## src/rtl/mem_access_pkg.sv

```systemverilog
// mem_access_pkg: shared widths, op/size codes, FSM states and bus helpers for the memory-access stage.
// Contents: datapath widths (ADDR_W, INSTR_W, WORD_W, DEST_SRC_W, REG_IDX_W), MEM_OP_* and
// MEM_SIZE_* codes, DEST_SRC_NONE, the stage FSM state type and helpers for byte enables,
// store-lane replication and alignment checks.
package mem_access_pkg;

    localparam int ADDR_W     = 32;
    localparam int INSTR_W    = 32;
    localparam int WORD_W     = 32;
    localparam int DEST_SRC_W = 2;
    localparam int REG_IDX_W  = 5;

    localparam logic [1:0] MEM_OP_NONE  = 2'd0;
    localparam logic [1:0] MEM_OP_LOAD  = 2'd1;
    localparam logic [1:0] MEM_OP_STORE = 2'd2;

    localparam logic [1:0] MEM_SIZE_B = 2'd0;
    localparam logic [1:0] MEM_SIZE_H = 2'd1;
    localparam logic [1:0] MEM_SIZE_W = 2'd2;

    localparam logic [DEST_SRC_W-1:0] DEST_SRC_NONE = '0;

    typedef enum logic [1:0] {
        ST_IDLE = 2'd0,
        ST_BUSY = 2'd1,
        ST_DONE = 2'd2
    } state_t;

    function automatic logic is_mem_op(input logic [1:0] op);
        return op == MEM_OP_LOAD || op == MEM_OP_STORE;
    endfunction

    // Only the low address bits that the access size forbids count as misaligned.
    function automatic logic misaligned(input logic [1:0] size, input logic [1:0] a);
        return (size == MEM_SIZE_H && a[0]) || (size == MEM_SIZE_W && a != 2'b00);
    endfunction

    // Halfwords use a[1] only and words ignore a[1:0], so unaligned addresses degrade
    // to the enclosing aligned lane group.
    function automatic logic [3:0] byte_en(input logic [1:0] size, input logic [1:0] a);
        return size == MEM_SIZE_B ? 4'b0001 << a :
               size == MEM_SIZE_H ? 4'b0011 << {a[1], 1'b0} : 4'b1111;
    endfunction

    function automatic logic [WORD_W-1:0] store_lanes(input logic [1:0] size, input logic [WORD_W-1:0] d);
        return size == MEM_SIZE_B ? {4{d[7:0]}} :
               size == MEM_SIZE_H ? {2{d[15:0]}} : d;
    endfunction

endpackage

```

## src/rtl/mem_access_load_align.sv

```systemverilog
// load_align: combinational load-data aligner; shifts the addressed byte/half down and extends it.
// Ports: rdata (raw bus word), a (address low bits), size (MEM_SIZE_*), is_unsigned
// (zero-extend when 1), data (aligned, extended word).
module load_align
    import mem_access_pkg::*;
(
    input  logic [WORD_W-1:0] rdata,
    input  logic [1:0]        a,
    input  logic [1:0]        size,
    input  logic              is_unsigned,
    output logic [WORD_W-1:0] data
);

    logic [WORD_W-1:0] sh;

    always_comb begin
        sh   = size == MEM_SIZE_B ? rdata >> {a, 3'b000} :
               size == MEM_SIZE_H ? rdata >> {a[1], 4'b0000} : rdata;
        data = size == MEM_SIZE_B ? {{(WORD_W-8){~is_unsigned & sh[7]}}, sh[7:0]} :
               size == MEM_SIZE_H ? {{(WORD_W-16){~is_unsigned & sh[15]}}, sh[15:0]} : sh;
    end

endmodule

```

## src/rtl/mem_access.sv

```systemverilog
// mem_access: memory-access pipeline stage; registers execute results and runs the data-bus handshake.
// Ports: clk, clr_n (sync active-low reset), i_stall (hazard hold), i_pc/i_instr/i_dest_src/
// i_dest_reg/i_alu_eval/i_store_data/i_mem_op/i_mem_size/i_mem_unsigned (from execute),
// o_pc/o_instr/o_dest_src/o_dest_reg/o_alu_eval/o_mem_read (to me), o_stall (access outstanding),
// o_bus_req/o_bus_we/o_bus_addr/o_bus_wdata/o_bus_be, i_bus_ack/i_bus_rdata (data bus),
// o_misalign (misaligned-access flag).
// Build option: define MISALIGN_TRAP_EN to trap misaligned H/W accesses instead of issuing them.
module mem_access
    import mem_access_pkg::*;
(
    input  logic                  clk,
    input  logic                  clr_n,
    input  logic                  i_stall,
    input  logic [ADDR_W-1:0]     i_pc,
    input  logic [INSTR_W-1:0]    i_instr,
    input  logic [DEST_SRC_W-1:0] i_dest_src,
    input  logic [REG_IDX_W-1:0]  i_dest_reg,
    input  logic [WORD_W-1:0]     i_alu_eval,
    input  logic [WORD_W-1:0]     i_store_data,
    input  logic [1:0]            i_mem_op,
    input  logic [1:0]            i_mem_size,
    input  logic                  i_mem_unsigned,
    output logic [ADDR_W-1:0]     o_pc,
    output logic [INSTR_W-1:0]    o_instr,
    output logic [DEST_SRC_W-1:0] o_dest_src,
    output logic [REG_IDX_W-1:0]  o_dest_reg,
    output logic [WORD_W-1:0]     o_alu_eval,
    output logic [WORD_W-1:0]     o_mem_read,
    output logic                  o_stall,
    output logic                  o_bus_req,
    output logic                  o_bus_we,
    output logic [ADDR_W-1:0]     o_bus_addr,
    output logic [WORD_W-1:0]     o_bus_wdata,
    output logic [3:0]            o_bus_be,
    input  logic                  i_bus_ack,
    input  logic [WORD_W-1:0]     i_bus_rdata,
    output logic                  o_misalign
);

    state_t                state, state_nx;
    logic [ADDR_W-1:0]     r_pc;
    logic [INSTR_W-1:0]    r_instr;
    logic [DEST_SRC_W-1:0] r_dest_src;
    logic [REG_IDX_W-1:0]  r_dest_reg;
    logic [WORD_W-1:0]     r_alu_eval;
    logic [WORD_W-1:0]     r_store_data;
    logic [1:0]            r_mem_op;
    logic [1:0]            r_size;
    logic                  r_unsigned;
    logic [WORD_W-1:0]     r_rdata;
    logic [WORD_W-1:0]     load_word;
    logic                  load_en;
    logic                  in_mis;
    logic                  r_mis;
    logic                  in_go;

`ifdef MISALIGN_TRAP_EN
    assign in_mis = is_mem_op(i_mem_op) && misaligned(i_mem_size, i_alu_eval[1:0]);
    assign r_mis  = is_mem_op(r_mem_op) && misaligned(r_size, r_alu_eval[1:0]);
`else
    assign in_mis = 1'b0;
    assign r_mis  = 1'b0;
`endif

    assign load_en = !i_stall && !o_stall;
    assign in_go   = is_mem_op(i_mem_op) && !in_mis;

    always_ff @(posedge clk) begin
        if (!clr_n) begin
            state        <= ST_IDLE;
            r_pc         <= '0;
            r_instr      <= '0;
            r_dest_src   <= '0;
            r_dest_reg   <= '0;
            r_alu_eval   <= '0;
            r_store_data <= '0;
            r_mem_op     <= MEM_OP_NONE;
            r_size       <= MEM_SIZE_B;
            r_unsigned   <= 1'b0;
            r_rdata      <= '0;
        end else begin
            state <= state_nx;
            if (load_en) begin
                r_pc         <= i_pc;
                r_instr      <= i_instr;
                r_dest_src   <= i_dest_src;
                r_dest_reg   <= i_dest_reg;
                r_alu_eval   <= i_alu_eval;
                r_store_data <= i_store_data;
                r_mem_op     <= i_mem_op;
                r_size       <= i_mem_size;
                r_unsigned   <= i_mem_unsigned;
            end
            if (state == ST_BUSY && i_bus_ack)
                r_rdata <= i_bus_rdata;
        end
    end

    // BUSY ignores i_stall; DONE/IDLE advance only when the stage actually loads.
    always_comb begin
        state_nx = state;
        state_nx = state == ST_BUSY ? (i_bus_ack ? ST_DONE : ST_BUSY) :
                   load_en          ? (in_go ? ST_BUSY : ST_IDLE) : state;
    end

    load_align u_load_align (
        .rdata       (r_rdata),
        .a           (r_alu_eval[1:0]),
        .size        (r_size),
        .is_unsigned (r_unsigned),
        .data        (load_word)
    );

    // be/we are gated by the request so the idle bus shows no lanes and no write.
    always_comb begin
        o_stall     = state == ST_BUSY;
        o_bus_req   = state == ST_BUSY;
        o_bus_we    = o_bus_req && r_mem_op == MEM_OP_STORE;
        o_bus_addr  = {r_alu_eval[ADDR_W-1:2], 2'b00};
        o_bus_wdata = store_lanes(r_size, r_store_data);
        o_bus_be    = o_bus_req ? byte_en(r_size, r_alu_eval[1:0]) : 4'b0000;
        o_pc        = r_pc;
        o_instr     = r_instr;
        o_dest_src  = r_mis ? DEST_SRC_NONE : r_dest_src;
        o_dest_reg  = r_dest_reg;
        o_alu_eval  = r_alu_eval;
        o_mem_read  = r_mem_op == MEM_OP_LOAD && !r_mis ? load_word : '0;
        o_misalign  = r_mis;
    end

endmodule

```

## config.mk

```make
export PLATFORM = sky130hd
export DESIGN_NAME = mem_access
export DESIGN_NICKNAME = d
export VERILOG_FILES = /design/src/rtl/mem_access_pkg.sv /design/src/rtl/mem_access_load_align.sv /design/src/rtl/mem_access.sv
export SDC_FILE = /design/constraint.sdc
export NUM_CORES = 1
export LEC_CHECK = 0
export CORE_AREA = 3 3 146 148
export DETAILED_ROUTE_END_ITERATION = 10
export DIE_AREA = 0 0 149 151
export PLACE_DENSITY = 0.85
export REMOVE_ABC_BUFFERS = 1
export SLEW_MARGIN = 0
export SYNTH_ARGS = -nofsm -noshare
export SYNTH_HDL_FRONTEND = slang
export SYNTH_SLANG_ARGS = --single-unit
export TNS_END_PERCENT = 100
```

## constraint.sdc

```tcl
create_clock -name clk -period 4 [get_ports clk]
set_input_delay 0.8 -clock clk [delete_from_list [all_inputs] [get_ports clk]]
set_output_delay 0.8 -clock clk [all_outputs]
set_load 0.005 [all_outputs]
```

Word level (Yosys, flattened, before mapping)
Cells that the tools add are included.
{ "classes": {"n_bitwise": 3, "shifts": 4, "muxes": 14, "n_eq_ne": 6, "n_reduce_logical": 8} }
{ "op_table": {"columns": ["cell", "count"], "rows": [
  ["32-bit two-way mux", 7],
  ["32-bit by 5-bit >> shifter with 32-bit output", 2],
  ["4-bit two-way mux", 3],
  ["2-bit by 1-bit == test with 1-bit output, second input constant", 4],
  ["2-bit two-way mux", 3],
  ["2-bit == test, second input constant", 2],
  ["1-bit by 2-bit << shifter with 4-bit output, first input constant", 1],
  ["2-bit by 2-bit << shifter with 4-bit output, first input constant", 1],
  ["1-bit logical AND", 3],
  ["1-bit AND", 2],
  ["1-bit logical NOT", 2],
  ["2-bit logical NOT", 1],
  ["2-bit nonzero test", 1],
  ["1-bit logical OR", 1],
  ["1-bit two-way mux", 1],
  ["1-bit NOT", 1]
]} }
{ "word_totals": {"in_bits": 176, "ff_bits": 174, "output_inout_bits": 207} }

Logic depth before layout (Yosys ltp)
Gate-level depths: netlist (run 1).
{ "depth": {"word_depth": 7, "mapped_depth": 7, "mapped_depth_nobuf": 4} }

Modules after synthesis
Synthesis (run 1) repeated with hierarchy kept, for this count alone.
{ "unflattened": {"cells_unflattened": 1028, "area_unflattened_um2": 8313.0} }
{ "modules_own_cells": {"columns": ["module", "seq_area_each_um2", "n_inst", "cells_per_inst", "area_each_um2"], "rows": [
  ["mem_access", 3483.3, 1, 926, 7547.2],
  ["load_align", 0.0, 1, 102, 765.7]
]} }

Worst setup path before layout (run 1)
OpenSTA, ideal clock, no wires.
{ "synth_path": {"path_type": "reg-to-output", "start": "register r_alu_eval[0], in the netlist o_alu_eval[0]", "end": "output port o_mem_read[20]", "path_slack_ps": 1783, "path_buffers": 2, "stages_incl_launch_ff": 6, "arrival_time_ps": 1417, "cell_sequence": "dfxtp_1 -> buf_6 -> mux4_2 -> a21oi_4 -> buf_6 -> nor3_1"} }
{ "synth_via": {"elab_chain_cells": 6} }
{ "synth_lines": {"columns": ["element", "line", "source"], "rows": [
  ["start: declaration", "mem_access.sv:45", "logic [WORD_W-1:0] r_alu_eval;"],
  ["start signal: assignment", "mem_access.sv:88", "r_alu_eval <= i_alu_eval;"],
  ["32-bit by 5-bit >> shifter with 32-bit output *", "mem_access_load_align.sv:17", "sh = size == MEM_SIZE_B ? rdata >> {a, 3'b000} :"],
  ["32-bit two-way mux *", "mem_access_load_align.sv:17", null],
  ["1-bit AND", "mem_access_load_align.sv:20", "size == MEM_SIZE_H ? {{(WORD_W-16){~is_unsigned & sh[15]}}, sh[15:0]} : sh;"],
  ["32-bit two-way mux", "mem_access_load_align.sv:20", null],
  ["32-bit two-way mux *", "mem_access_load_align.sv:19", "data = size == MEM_SIZE_B ? {{(WORD_W-8){~is_unsigned & sh[7]}}, sh[7:0]} :"],
  ["32-bit two-way mux *", "mem_access.sv:127", "o_mem_read = r_mem_op == MEM_OP_LOAD && !r_mis ? load_word : '0;"],
  ["end: declaration", "mem_access.sv:28", "output logic [WORD_W-1:0] o_mem_read,"]
]} }
Every way passes the cells marked *; elsewhere a longest branch is shown, timed or not.

Worst setup path after layout (run 1)
{ "layout_path": {"start": "register r_alu_eval[1], in the netlist o_alu_eval[1]", "end": "output port o_mem_read[8]"} }
{ "layout_via": {"elab_chain_cells": 6} }
{ "layout_lines": {"columns": ["element", "line", "source"], "rows": [
  ["32-bit by 5-bit >> shifter with 32-bit output", "mem_access_load_align.sv:18", "size == MEM_SIZE_H ? rdata >> {a[1], 4'b0000} : rdata;"],
  ["32-bit two-way mux", "mem_access_load_align.sv:18", null],
  ["32-bit two-way mux *", "mem_access_load_align.sv:17", null],
  ["32-bit two-way mux / 1-bit AND (equally long branches)", "mem_access_load_align.sv:20, mem_access_load_align.sv:19", null],
  ["32-bit two-way mux *", "mem_access_load_align.sv:19", null],
  ["32-bit two-way mux *", "mem_access.sv:127", null]
]} }
Marks and branches as above.

==> results of run 1 <==
## tightest hold or removal path, delay by kind of cell, from the launching register on
kind / cells / cell delay (ps)
AOI/OAI and AO/OA: 1 / 50
DFF: 1 / 320
and+or+nand+nor: 1 / 50
## per-layer routing
metal / vias up / wire [µm]
li1: 4080 / -
met1: 4004 / 11220
met2: 394 / 13930
met3: 51 / 2511
met4: 2 / 917
met5: - / 13
## synthesized netlist by cell type, drive strengths merged (2+ instances only)
master,instances
a211oi,2
a21oi,192
buf,82
clkbuf,70
clkinv,2
dfxtp,174
inv,4
mux2,17
mux2i,9
mux4,8
nand2,75
nand2b,4
nand3,142
nand3b,3
nor2,36
nor2b,2
nor3,15
nor3b,2
nor4,14
o21ai,151
o21bai,3
or2,2
## stage by stage
step                total power [µW]  utilization [%]  TNS, ps  hold WS, ps  setup WS, ps
floorplan                       2342                -  -307870        444.3         -2586
global placement                2954            57.12        0        458.6         829.5
detailed placement              2972            57.12        0        462.1         782.9
CTS                             4777            60.23        0        471.4         317.8
global route                    4938            60.23        0        490.1         148.1
finish                          4727            60.23        0        469.2         342.8
## kinds of logic after synthesis
logic type,synth area share (%)
AOI/OAI and AO/OA,22.69
xor gates and xnor gates,0.1090
buffers and inverters,10.33
DFF,43.36
muxes,5.980
other,0.04668
and+or+nand+nor,17.49
## area by class of cell
type,instances,share of cell area (%)
inverters,6,0.2678
multi-input cells,692,30.75
flip-flops and latches,174,28.67
well taps,270,2.781
clock inverters,14,1.658
repair buffers,396,32.36
clock buffers,17,3.502
## power by group
part           leakage [µW]  internal, µW  switching [µW]  total, µW
combinational       0.00253           533             471       1000
sequential          0.00143          1850            80.2       1930
clock              0.000307          1060             736       1790
## final timing paths
| check | endpoint | slack (ps) | cells past startpoint |
|---|---|---|---|
| worst max-delay path | o_mem_read[8] | 340 | 4 |
| worst min-delay path | r_rdata[3] | 470 | 2 |
| worst max register to register | o_pc[7] | 1620 | 5 |
| worst min register to register | r_rdata[3] | 470 | 2 |
## cell usage in the layout, fill, tap and decap left out, types with 2 or more instances in the layout
master	synthesis	routed
nand2_1	75	75
mux2_2	17	17
dfxtp_1	174	174
nand2b_1	4	3
nor2_1	36	36
clkbuf_16	0	17
nor4_1	14	14
nand3_1	142	142
o21bai_1	3	3
o21ai_0	151	151
mux4_1	5	5
or2_2	2	2
mux2i_1	9	9
inv_6	0	7
a211oi_1	2	2
clkdlybuf4s50_1	0	378
a21oi_1	191	191
buf_4	44	17
nor3b_1	2	2
inv_1	4	2
mux4_2	3	3
nor2b_1	2	2
bufinv_16	0	4
nand3b_1	3	3
inv_4	0	2
clkinv_2	0	2
nor3_1	15	15
conb_1	1	3
==> flow_summary_export.csv, run 1 <==
group,metric,value,unit
placement,placed_cells,1538,
hold_path,hold_path.class,"reg2reg",
route,drt-pass1-iter-count,7,
yosys,yosys_warnings,0,
setup_path,critical_path_arrival,2860,ps
setup_path,start_kind,"flop",
power,leakagePower,0.004265,µW
sta,slew_violations,0,
route,routed_wl,28.59,mm
sta,slew_headroom,27.82,%
floorplanning,fp-row-count,52,
clock_network,cts_root_buf,"clkbuf_16",
layout,finalInstanceArea,0.01215,mm²
floorplanning,die_x,149,µm
grt,top_usage_layer,"met2",
clock_network,clockBufferDepth,2,
floorplanning,start_util,39.83,%
sta,setup_violations,0,
flow_run,maxCapViolations,0,
layout,drive_gt1_share,5.928,%
placement,port_buffers,379,
setup_path,critPathTopFamily,"flip-flops",
route,drcViolationCount,0,
clock_network,clkTransAtPathRegs,70,ps
setup_path,path_cells,"mux4_2 > a21oi_4 > nor4_1 > clkdlybuf4s50_1",
grt,grt_pass1_wl,43.90,mm
placement,gp_congestion,0.8188,
yosys,synth_cells,1022,
yosys,yosysTopAreaCell,"dfxtp_1",
clock_network,clock-sinks,174,
grt,first_global_vias,8163,
setup_path,slowest_stage,"dfxtp_1",
sta,final.min_clock_period,3657,ps
layout,antennaDiodeCount,0,
yosys,synth_top_cell_area_share,43.36,%
sta,max_freq,273.4,MHz
clock_network,cts_tree,"yes",
clock_network,cts_setup_buffers,0,
power,ir_drop,0.2884,mV
route,drt_iter0_drc,501,
layout,final_nets,1463,
layout,final_cells,1569,
clock_network,cts_buffers,17,
sta,worst_pin_slew,1083,ps
yosys,ys_ff_latch,174,
yosys,synth_enable_flop_cells,0,
clock_network,hold_buffers,0,
clock_network,clk_latency,410,ps
setup_path,path_class,"reg2out",
route,vias,8531,
run_status,status,"completed",
grt,met3_usage,6.373,%
route,detail-route-antenna-nets,0,
yosys,async_flop_share,0,%
layout,fillers,1748,
route,routed_via_density,5.437,
yosys,postSynthAreaPerCell,7.861,µm²
setup_path,max_stage_delay,810,ps
setup_path,required,3200,ps
yosys,synth_flop_cell,"dfxtp_1",
placement,place_area,0.01152,mm²
grt,antenna_found_initial,1,
clock_network,h-tree-depth,4,
power,power-per-cell-area,389.1,mW/mm²
floorplanning,design.core.area,0.02017,mm²
clock_network,cts.repair.resized,0,
hold_path,min_from,"r_rdata[3]",
grt,grt_max_degree,102,
grt,use_met1,29.52,%
sta,final_hold_viol_count,0,
grt,grt_usage,24.12,%
sta,skew,9.028,ps
layout,syn2layout_area_growth,51.21,%
grt,grt_use_met2,40.67,%
placement,place.detailed.hpwl,19.43,mm
floorplanning,io_pins,383,
grt,grt-ovfl-total,0,
floorplanning,die_h,151,µm
setup_path,timing.rr.start,"state[0]",
layout,multiInputGateArea,0.003736,mm²
yosys,netlist_area,0.008034,mm²
setup_path,startpoint,"o_alu_eval[1]",
floorplanning,die-area,0.02250,mm²
layout,seq_area,0.003483,mm²
sta,rsz0062_at_grt,"no",
yosys,yosysSeqAreaShare,43.36,%
setup_path,crit_buf_inv,1,
setup_path,crit_path_end_kind,"output port",
setup_path,cp_max_fo,22,
yosys,yosys-top-cells-area,"dfxtp_1, a21oi_1, o21ai_0",
sta,layout_worst_path_cycle_share,91.43,%
yosys,synth.distinct_cells,41,
route,avgRoutedWirePerCell,18.22,µm
(Power assumes the default switching activity.)
==> inputs of run 2 (changes only) <==
- HOLD_SLACK_MARGIN: unset -> 0.08
- SLEW_MARGIN: 0 -> 15
==> results of run 2 <==
No change in the layout: final DEF, timing and power equal those of run 1.
